## config.mk

```make
export PLATFORM = sky130hd
export DESIGN_NAME = pram_adr_seq
export DESIGN_NICKNAME = d
export VERILOG_FILES = /design/src/rtl/pram_adr_seq.sv
export SDC_FILE = /design/constraint.sdc
export NUM_CORES = 1
export LEC_CHECK = 0
export ABC_AREA = 1
export BUFFER_PORTS_ARGS = -buffer_cell sky130_fd_sc_hd__buf_4
export CAP_MARGIN = 5
export CORE_ASPECT_RATIO = 1.5
export CORE_MARGIN = 10
export CORE_UTILIZATION = 45
export CTS_BUF_LIST = sky130_fd_sc_hd__clkbuf_4 sky130_fd_sc_hd__clkbuf_8
export CTS_CLUSTER_SIZE = 8
export DETAILED_ROUTE_END_ITERATION = 12
export PLACE_DENSITY = 0.87
export SKIP_CTS_REPAIR_TIMING = 1
export SLEW_MARGIN = 20
export SYNTH_ARGS = -nofsm -noshare
export SYNTH_HDL_FRONTEND = slang
export SYNTH_SLANG_ARGS = --single-unit
```

## constraint.sdc

```tcl
create_clock -name clk -period 2.35 [get_ports clk]
set_input_delay 0.47 -clock clk [delete_from_list [all_inputs] [get_ports clk]]
set_output_delay 0.47 -clock clk [all_outputs]
set_load 0.05 [all_outputs]
```

## src/rtl/pram_adr_seq.sv

```systemverilog
// pram_adr_seq: program-RAM address sequencer with init-load, jump, call and return.
// Define PRAM_ADR_STACK_EN to build the return-address stack; otherwise call/ret degrade to load/inc.
module pram_adr_seq #(
    parameter int ADR_WL      = 12,
    parameter int DATA_WL     = 16,
    parameter int STACK_DEPTH = 4
) (
    input  logic               clk,
    input  logic               a_reset_l,
    input  logic [ADR_WL-1:0]  adr_in,
    input  logic               adr_ld_in,
    input  logic               inc_in,
    input  logic               call_in,
    input  logic               ret_in,
    input  logic               init_mode_in,
    input  logic               init_valid_in,
    input  logic [DATA_WL-1:0] init_data_in,
    output logic               init_rdy_out,
    output logic [ADR_WL-1:0]  adr_out,
    output logic [DATA_WL-1:0] wdata_out,
    output logic               we_out,
    output logic               start_out,
    output logic               ovr_out,
    output logic               stk_err_out
);
    typedef enum logic [1:0] {IDLE, INIT, START, RUN} state_t;
    state_t state, state_nxt;
    logic [ADR_WL-1:0] pc, pc_inc;
    logic ovr, wrap;
    if (STACK_DEPTH < 1) begin : g_bad_depth
        $error("STACK_DEPTH must be at least 1");
    end
    assign pc_inc    = pc + 1'b1;
    assign wrap      = &pc;
    assign adr_out   = pc;
    assign wdata_out = init_data_in;
    assign ovr_out   = ovr;
`ifdef PRAM_ADR_STACK_EN
    localparam int SPW = $clog2(STACK_DEPTH + 1);
    logic [ADR_WL-1:0] stack [2**SPW];
    logic [SPW-1:0] sp;
    logic stk_err, stk_full;
    assign stk_full    = sp == SPW'(STACK_DEPTH);
    assign stk_err_out = stk_err;
    // Storage needs no reset: sp alone defines which entries are live.
    always_ff @(posedge clk)
        if (state == RUN && !init_mode_in && !ret_in && call_in && !stk_full) stack[sp] <= pc_inc;
`else
    assign stk_err_out = 1'b0;
`endif
    always_comb begin
        state_nxt    = state;
        init_rdy_out = 1'b0;
        we_out       = 1'b0;
        start_out    = 1'b0;
        case (state)
            IDLE:  state_nxt = init_mode_in ? INIT : START;
            INIT: begin
                init_rdy_out = 1'b1;
                we_out       = init_valid_in;
                state_nxt    = init_mode_in ? INIT : START;
            end
            START: begin
                start_out = 1'b1;
                state_nxt = RUN;
            end
            default: state_nxt = init_mode_in ? INIT : RUN;
        endcase
    end
    always_ff @(posedge clk or negedge a_reset_l) begin
        if (!a_reset_l) begin
            state <= IDLE;
            pc    <= '0;
            ovr   <= 1'b0;
`ifdef PRAM_ADR_STACK_EN
            sp      <= '0;
            stk_err <= 1'b0;
`endif
        end else begin
            state <= state_nxt;
            if (state == INIT) begin
                // The last word offered while leaving INIT is still written, at the old pc.
                if (!init_mode_in) begin
                    pc  <= '0;
                    ovr <= 1'b0;
                end else if (init_valid_in) begin
                    pc  <= pc_inc;
                    ovr <= ovr | wrap;
                end
            end else if (state == RUN) begin
                if (init_mode_in) begin
                    pc  <= '0;
                    ovr <= 1'b0;
`ifdef PRAM_ADR_STACK_EN
                    sp      <= '0;
                    stk_err <= 1'b0;
`endif
                end
`ifdef PRAM_ADR_STACK_EN
                else if (ret_in) begin
                    if (sp == '0) begin
                        pc      <= pc_inc;
                        stk_err <= 1'b1;
                    end else begin
                        pc <= stack[sp - 1'b1];
                        sp <= sp - 1'b1;
                    end
                end else if (call_in) begin
                    pc <= adr_in;
                    if (stk_full) stk_err <= 1'b1;
                    else sp <= sp + 1'b1;
                end else if (adr_ld_in) pc <= adr_in;
`else
                else if (ret_in) begin
                    pc  <= pc_inc;
                    ovr <= ovr | wrap;
                end else if (call_in || adr_ld_in) pc <= adr_in;
`endif
                else if (inc_in) begin
                    pc  <= pc_inc;
                    ovr <= ovr | wrap;
                end
            end
        end
    end
endmodule

```

==> reports/qor.yml <==
setup_path:
  ff2ff_setup_slack_ns: 0.86
  timing.rr.start: "adr_out[0]$_DFFE_PN0P_"
  cp.buffers_inverters: 3
  slowest_stage: "dfrtp_1"
  worstSetupEndpointType: "output pin"
  worstPathCellList: "inv_2 > nand2_2 > inv_1 > buf_4"
  crit_family: "buffers and inverters"
  cp-start-kind: "register"
  worstRegToRegCells: 8
  crit_type: "reg2out"
  required_ns: 1.88
  worstPathMaxFanout: 7
  critical_path_arrival_ns: 1.22
  r2r_end: "adr_out[4]$_DFFE_PN0P_"
  slowest_delay_ns: 0.37
clock_network:
  cts_tree: "done"
  cts_sinks: 15
  cts-buffers-inserted: 3
  clk_latency_ns: 0.25
  h-tree-depth: 1
  clkSlewWorstSetupHoldPaths_ns: 0.06
  cts_buffer_depth: 2
  cts-root-buf: "clkbuf_8"
logic_synthesis:
  ys_types: 24
  syn_inst: 199
  syn_area_um2: 1270
  syn_nets: 236
  yosys_warnings: 0
  syn_area_per_cell_um2: 6.37
  seq_area_frac_synth: 0.296
  synth_seq_cells: 15
global_routing:
  grt_use_total: 0.125
  antenna_found_initial: 0
  grt_overflow: 0
  grt_pass1_vias: 1326
  grt_pass1_wl_mm: 5.63
  grt_max_degree: 17
power:
  p_int_mw: 0.548
  p_seq_frac: 0.363
  p_leak_nw: 0.799
  combPwrFrac: 0.403
  switchingPower_mw: 0.406
  clockPowerShare: 0.234
  power_density_nw_per_um2: 642
  vdd_drop_max_uv: 448
  switching_share: 0.426
die:
  num_io_pins: 69
  core_um2: 2680
  design.die.area_um2: 5380
  die_h_um: 85
  rows: 23
  start_util: 0.474
  die_x_um: 63.3
sta:
  finalCritPeriodShare: 0.719
  hold_viol: 0
  fin_skew_ns: 0.00243
  final.min_clock_period_ns: 1.69
  slew_violations: 0
  setup_viol: 0
  setup_tns_ns: 0
  rsz0062_at_grt: "no"
  timing.final.ws_setup_ns: 0.659
  max_clock_freq_mhz: 591
finish:
  drive_gt1_frac: 0.245
  nNetsFinal: 258
  stdcell_count: 257
  n_antenna_cell: 0
  area_delta_synth_final_pct: 17.3
drt:
  vias_per_cell: 4.94
  first_pass_iters: 4
  vias: 1269
  drc: 0
  ant_nets: 0
  wl_mm: 3.26
  drtIter0Drc: 17
  wire_per_inst_um: 12.7
placement:
  place_hpwl_mm: 2.62
  routabilityCongestion: 0.907
  placement.io_buffers: 35
  dp_slack_ns: 0.821
  dpl.cell_count: 253
min_path:
  min_path_type: "in2async"
run_status:
  status: "completed"
run:
  cap_viol_max_count: 0
## final cells by class
cell class / instances / area (µm²)
multi-input combinational: 145 / 673
tap: 37 / 46.3
fill: 267 / 1190
inverter: 21 / 80.1
timing repair buffer: 35 / 263
sequential: 15 / 375
clock buffer: 4 / 48.8
## worst max-delay path by stage
stage,startpoint,end,cells past startpoint
after floorplan,state[1]$_DFF_PN0_,we_out,3
after global placement,call_in,adr_out[3]$_DFFE_PN0P_,9
after detailed placement,call_in,adr_out[3]$_DFFE_PN0P_,9
after CTS,state[1]$_DFF_PN0_,init_rdy_out,4
after global routing,state[1]$_DFF_PN0_,init_rdy_out,4
final,state[1]$_DFF_PN0_,init_rdy_out,4
## stage by stage
| stage | util | cell area [µm²] | power, mW | hold WS (ns) |
|---|---|---|---|---|
| floorplan | - | 1270 | 0.676 | 0.174 |
| global placement | 0.537 | 1440 | 0.729 | 0.340 |
| detailed placement | 0.537 | 1440 | 0.735 | 0.342 |
| CTS | 0.555 | 1490 | 0.959 | 0.0730 |
| global route | 0.555 | 1490 | 1.01 | 0.0761 |
| finish | 0.555 | 1490 | 0.954 | 0.0653 |
## flip-flops by register name, summed over array words and instances, names as in the netlist
signal,flops
adr_out,12
ovr_out,1
state,2
## logic make-up after synthesis
group                      count (synthesis)  share of synthesized area
buffers and inverters                     39                      0.173
and+or+nand+nor                          126                      0.433
other                                      1                    0.00296
adders and majority gates                  1                    0.00987
AOI/OAI and AO/OA                         12                     0.0503
xor gates and xnor gates                   5                     0.0346
DFF                                       15                      0.296
## power by group through the flow
stage          sequential (mW)  clock, mW  combinational (mW)
6_report                 0.346      0.223               0.384
5_1_grt                  0.354      0.238               0.419
4_1_cts                  0.345      0.226               0.387
3_5_place_dp             0.350          0               0.386
3_3_place_gp             0.349          0               0.380
2_1_floorplan            0.448          0               0.228
## layer usage
layer  global-route usage  vias up  share of wire
met5                    0        -              0
met4               0.0818        0          0.028
met3               0.0224        7          0.057
met2                0.220       40           0.52
met1                0.132      581           0.39
li1                     -      641              -
## worst register-to-register path, stage by stage, from the launching register on
cell	delay, ns
dfrtp_1	0.44
ha_1	0.24
nand2_2	0.09
nor2_2	0.16
xor2_1	0.21
nor2_1	0.07
nor2_1	0.11
nand2_1	0.06
nand2_1	0.05
## cells in the final DEF, fill, tap and decap left out
master and instances:
nand2_1 68, buf_4 35, nor2_1 24, nand3_1 19
inv_1 18, dfrtp_1 15, o21ai_0 7, nor2_2 6
xor2_1 3, clkbuf_8 3, inv_2 2, nand2_2 2
nand2_4 2, o21ai_1 2, xnor2_1 2, a21oi_1 2
nor3_1 2, nand4_2 1, clkinv_2 1, nand3b_1 1
nand4_1 1, a21oi_2 1, ha_1 1, conb_1 1
clkbuf_4 1
## synth_stat cells
cell / n / area share
a21oi_1: 2 / 0.0079
a21oi_2: 1 / 0.0069
buf_4: 17 / 0.10
buf_6: 1 / 0.0089
clkinv_2: 1 / 0.0039
conb_1: 1 / 0.0030
dfrtp_1: 15 / 0.30
ha_1: 1 / 0.0099
inv_1: 18 / 0.053
inv_2: 2 / 0.0059
nand2_1: 68 / 0.20
nand2_2: 2 / 0.0099
nand2_4: 2 / 0.018
nand3_1: 19 / 0.075
nand3b_1: 1 / 0.0059
nand4_1: 1 / 0.0049
nand4_2: 1 / 0.0099
nor2_1: 24 / 0.071
nor2_2: 6 / 0.030
nor3_1: 2 / 0.0079
o21ai_0: 7 / 0.028
o21ai_1: 2 / 0.0079
xnor2_1: 2 / 0.014
xor2_1: 3 / 0.021
(Power assumes the default switching activity.)
